[src/rtl/multicycle_ctrl.sv]
// Multi-cycle FETCH/DECODE/EXEC(/WB) sequencer for the RV32I datapath.
// It decodes addi and bne, and halts the core with an error code on an illegal opcode or a fetch timeout.
module multicycle_ctrl #(
    parameter int CNT_WIDTH     = 16,
    parameter int FETCH_TIMEOUT = 15
) (
    input  logic                 clk,
    input  logic                 rst,
    input  logic                 run,
    input  logic                 mem_ack,
    input  logic [6:0]           opcode,
    input  logic [2:0]           funct3,
    input  logic                 EQ,
    output logic                 mem_req,
    output logic                 IRWrite,
    output logic                 PCWrite,
    output logic                 PCsrc,
    output logic                 RegWrite,
    output logic                 ALUctrl,
    output logic                 ALUsrc,
    output logic                 ImmSrc,
    output logic                 halted,
    output logic [1:0]           err,
    output logic [CNT_WIDTH-1:0] retired
);

    localparam int WAIT_W = (FETCH_TIMEOUT < 2) ? 1 : $clog2(FETCH_TIMEOUT + 1);
    localparam logic [WAIT_W-1:0] WAIT_LAST = WAIT_W'(FETCH_TIMEOUT - 1);

    localparam logic [6:0] OP_IMM    = 7'b0010011;
    localparam logic [6:0] OP_BRANCH = 7'b1100011;
    localparam logic [2:0] F3_ADDI   = 3'b000;
    localparam logic [2:0] F3_BNE    = 3'b001;

    typedef enum logic [2:0] {
        S_IDLE,
        S_FETCH,
        S_DECODE,
        S_EXEC_I,
        S_WB,
        S_EXEC_B,
        S_HALT
    } state_t;

    typedef enum logic [1:0] {
        ERR_NONE    = 2'b00,
        ERR_ILLEGAL = 2'b01,
        ERR_TIMEOUT = 2'b10
    } err_t;

    state_t                state_q, state_d;
    logic [WAIT_W-1:0]     wait_q, wait_d;
    err_t                  err_q, err_d;
    logic                  retire_en;
    logic [CNT_WIDTH-1:0]  retired_q;

    // NOTE: state lives only in always_ff with non-blocking assignments; every
    // register here is reset asynchronously so outputs drop the instant rst rises.
    always_ff @(posedge clk or posedge rst) begin
        if (rst) begin
            state_q <= S_IDLE;
            wait_q  <= '0;
            err_q   <= ERR_NONE;
        end else begin
            state_q <= state_d;
            wait_q  <= wait_d;
            err_q   <= err_d;
        end
    end

    // Retired-instruction counter sticks at all-ones instead of wrapping.
    always_ff @(posedge clk or posedge rst) begin
        if (rst) begin
            retired_q <= '0;
        end else if (retire_en && (retired_q != '1)) begin
            retired_q <= retired_q + 1'b1;
        end
    end

    // NOTE: every signal written below gets a default first, so no path through
    // the case statement can leave one unassigned and infer a latch.
    always_comb begin
        state_d   = state_q;
        wait_d    = wait_q;
        err_d     = err_q;
        retire_en = 1'b0;
        mem_req   = 1'b0;
        IRWrite   = 1'b0;
        PCWrite   = 1'b0;
        PCsrc     = 1'b0;
        RegWrite  = 1'b0;
        ALUctrl   = 1'b0;
        ALUsrc    = 1'b0;
        ImmSrc    = 1'b0;
        halted    = 1'b0;

        unique case (state_q)
            S_IDLE: begin
                wait_d = '0;
                if (run) begin
                    state_d = S_FETCH;
                end
            end

            S_FETCH: begin
                mem_req = 1'b1;
                // An ack on the last allowed cycle takes priority over the timeout.
                if (mem_ack) begin
                    IRWrite = 1'b1;
                    state_d = S_DECODE;
                end else if (wait_q == WAIT_LAST) begin
                    state_d = S_HALT;
                    err_d   = ERR_TIMEOUT;
                end else begin
                    wait_d = wait_q + 1'b1;
                end
            end

            S_DECODE: begin
                wait_d = '0;
                if (opcode == OP_IMM && funct3 == F3_ADDI) begin
                    state_d = S_EXEC_I;
                end else if (opcode == OP_BRANCH && funct3 == F3_BNE) begin
                    state_d = S_EXEC_B;
                end else begin
                    state_d = S_HALT;
                    err_d   = ERR_ILLEGAL;
                end
            end

            S_EXEC_I: begin
                ALUsrc  = 1'b1;
                state_d = S_WB;
            end

            S_WB: begin
                ALUsrc    = 1'b1;
                RegWrite  = 1'b1;
                PCWrite   = 1'b1;
                retire_en = 1'b1;
                state_d   = run ? S_FETCH : S_IDLE;
            end

            S_EXEC_B: begin
                ALUctrl   = 1'b1;
                ImmSrc    = 1'b1;
                PCWrite   = 1'b1;
                PCsrc     = ~EQ;
                retire_en = 1'b1;
                state_d   = run ? S_FETCH : S_IDLE;
            end

            S_HALT: begin
                halted = 1'b1;
            end

            default: begin
                state_d = S_IDLE;
            end
        endcase
    end

    assign err     = err_q;
    assign retired = retired_q;

    // The instruction-register load never overlaps a PC or regfile update.
    a_irwrite_alone: assert property (@(posedge clk) disable iff (rst)
        IRWrite |-> !(PCWrite || RegWrite));

    a_halt_has_err: assert property (@(posedge clk) disable iff (rst)
        halted |-> (err != 2'b00));

endmodule

[config.mk]
export PLATFORM = sky130hd
export DESIGN_NAME = multicycle_ctrl
export DESIGN_NICKNAME = d
export VERILOG_FILES = /design/src/rtl/multicycle_ctrl.sv
export SDC_FILE = /design/constraint.sdc
export NUM_CORES = 1
export LEC_CHECK = 0
export BUFFER_PORTS_ARGS = -buffer_cell sky130_fd_sc_hd__buf_2
export CAP_MARGIN = 40
export CORE_MARGIN = 4
export CORE_UTILIZATION = 57
export CTS_BUF_LIST = sky130_fd_sc_hd__clkbuf_4
export CTS_CLUSTER_SIZE = 10
export DETAILED_ROUTE_END_ITERATION = 16
export PLACE_DENSITY = 0.9
export SLEW_MARGIN = 20
export SYNTH_ARGS = -nofsm -noshare
export SYNTH_HDL_FRONTEND = slang
export SYNTH_SLANG_ARGS = --single-unit
[constraint.sdc]
create_clock -name clk -period 4.8 [get_ports clk]
set_clock_uncertainty 0.1 [all_clocks]
set_input_delay 0.48 -clock clk [delete_from_list [all_inputs] [get_ports clk]]
set_output_delay 0.48 -clock clk [all_outputs]
set_load 0.02 [all_outputs]
==> impl_metrics.ini <==
[logic_synthesis]
synth_top_family_by_area = simple AND/OR/NAND/NOR gates
synth_fp_nets = 163
ys_types = 42
synth_xor_area_frac = 0.0986
synth-main-ff-cell = dfrtp_1
synth_area_um2 = 1420
postSynthCellCount = 145
synth_top_area_frac = 0.440
yosys.area_share.simple = 0.302
syn_avg_cell_area_um2 = 9.80
synth-warning-count = 0
synthMuxAreaShare = 0.0106
yosysTopAreaCell = dfrtp_1
async_reset_ff_frac = 1.00
synth_edf_count = 0
synthAdderAreaFrac = 0.0264
synth.ff_latch_count = 25
yosys-top-cells-area = dfrtp_1 (44%), xnor2_1 (6.2%), nor2_1 (4.8%), xor2_1 (3.7%), nand3_1 (3.5%)
synth_compound_area_frac = 0.0854
ys_seq_area_frac = 0.440

[placement]
gp_congestion = 0.815
io_buffer_count = 41
dp_hpwl_mm = 2.60

[cts]
cts-resized-gates = 0
ctsLongestPathBuffers = 2
clock-root-buffer = clkbuf_4
path_clk_slew_ns = 0.13
ctsHtreeMaxLevel = 1
clock_latency_ns = 0.31
cts_num_sinks = 25
cts_buffers = 3
cts_tree = done
hold_buffers = 0
post-cts-setup-buffer-count = 0

[critical_path]
rrSetupSlack_ns = 3.02
r2r-end = retired[15]
critPathCaptureType = primary output
critPathLaunch = state_q[1]
regToRegStartpoint = state_q[1]
cp_max_fo = 10
critPathKind = flip-flop to primary output
crit_required_ns = 4.22
start_kind = flip-flop
critPathArrivalTime_ns = 1.81
reg2regPathDepth = 4

[global_route]
grt_usage = 0.209
grt_pass1_wl_mm = 5.46
antenna_found_initial = 0
grt_max_degree = 16
grt_pass1_vias = 1180
grt_overflow = 0

[final_layout]
layout_common_cells = buf_2 (41), dfrtp_1 (25), nor2_1 (18)
fillers = 178
final_common_cell = buf_2
drive_above_1_share = 0.296
final_net_count = 205
final_util = 0.731
regArea_um2 = 626
multi_input_area_um2 = 743
n_antenna_cell = 0
area_growth_pct = 18.2

[drt]
antenna_left = 0
wl_mm = 3.23
vias = 1250
drt_iter0_drc = 42
vias_per_cell = 5.84
wire_per_inst_um = 15.1
drt_first_pass_iters = 4
drc_errors = 0

[floorplanning]
rows = 17
core-area_um2 = 2300
die_w_um = 57.9
dieArea_um2 = 3360
start_util = 0.619
die_h_um = 57.9
pin_count = 42

[pwr]
total_power_uw = 641
ir_drop_mv = 0.312
p_leak_nw = 0.853
powerDensity_nw_per_um2 = 381

[run]
drv_cap = 0

[status]
status = completed

[sta]
grt_setup_unrepaired = false
timing.final.crit_period_ns = 2.39
max_slew.worst_pin.slew_ns = 0.565
slew_viol_final = 0
finalHoldViolCount = 0
setup_tns_ns = 0
slew_headroom = 0.618
period_share = 0.497
clock.fmax_mhz = 419
setup_viol = 0

[worst_hold_path]
worstHoldPathType = input port to async pin
-- worst max-delay path by stage --
| stage | to | slack (ns) | cells after the start |
|---|---|---|---|
| after CTS | PCsrc | 2.41 | 5 |
| after global routing | PCsrc | 2.26 | 5 |
| after floorplan | PCsrc | 2.57 | 6 |
| final | PCsrc | 2.41 | 5 |
| after global placement | PCsrc | 2.89 | 5 |
| after detailed placement | PCsrc | 2.79 | 5 |
-- final cells by class --
type	count	area share
timing repair buffer	42	0.131
clock buffer	4	0.0179
inverter	7	0.0156
sequential	25	0.372
multi-input combinational	108	0.442
tap	28	0.0208
-- through the flow --
stage                     area, um^2  cells  hold WS [ns]  setup WS, ns
after floorplan                 1420    145         0.407          2.57
after global placement          1640    209         0.356          2.89
after detailed placement        1650    210         0.367          2.79
after CTS                       1680    214        0.0557          2.41
after global routing            1680    214        0.0782          2.26
final                           1680    214        0.0420          2.41
-- critical path, stage by stage, from the launching register on --
cell,delay (ns)
dfrtp_1,0.52
nand2b_1,0.35
inv_1,0.15
and2_1,0.21
nor2b_1,0.13
buf_2,0.15
-- synth_stat cells, types with 2 or more instances --
| cell type | instances |
|---|---|
| a21oi_1 | 8 |
| a31oi_1 | 2 |
| and2_1 | 3 |
| and3_1 | 2 |
| buf_2 | 3 |
| dfrtp_1 | 25 |
| ha_1 | 3 |
| inv_1 | 6 |
| nand2_1 | 6 |
| nand2b_1 | 2 |
| nand3_1 | 10 |
| nand4_1 | 6 |
| nand4_4 | 2 |
| nor2_1 | 18 |
| nor3_1 | 3 |
| nor4_1 | 3 |
| nor4b_1 | 2 |
| o211ai_1 | 2 |
| o22ai_1 | 2 |
| xnor2_1 | 10 |
| xor2_1 | 6 |
-- cell families (layout without fill, tap and decap cells) --
kind of cell    count (synthesis)  count (layout)
fa+ha+maj                       3               3
mux                             1               1
compound gates                 19              19
buf+inv                        12              53
flops                          25              25
xor+xnor                       16              16
simple gates                   69              69
-- where the power goes --
group	internal (mW)	switching, mW
registers	0.243	0.0616
logic	0.0890	0.148
clock network	0.0381	0.0617
-- flip-flops by register name, summed over array words and instances (netlist names) --
name / count
retired: 16
err: 2
wait_q: 4
state_q: 3
-- per-layer routing --
layer / wire length [um] / GRT usage / part of all wire / vias to the layer above
li1: - / - / - / 611
met5: 0 / 0 / 0 / -
met4: 25 / 0.0629 / 0.0077 / 0
met1: 1430 / 0.273 / 0.44 / 600
met3: 119 / 0.0312 / 0.037 / 4
met2: 1660 / 0.356 / 0.51 / 35
(Power assumes the default switching activity.)
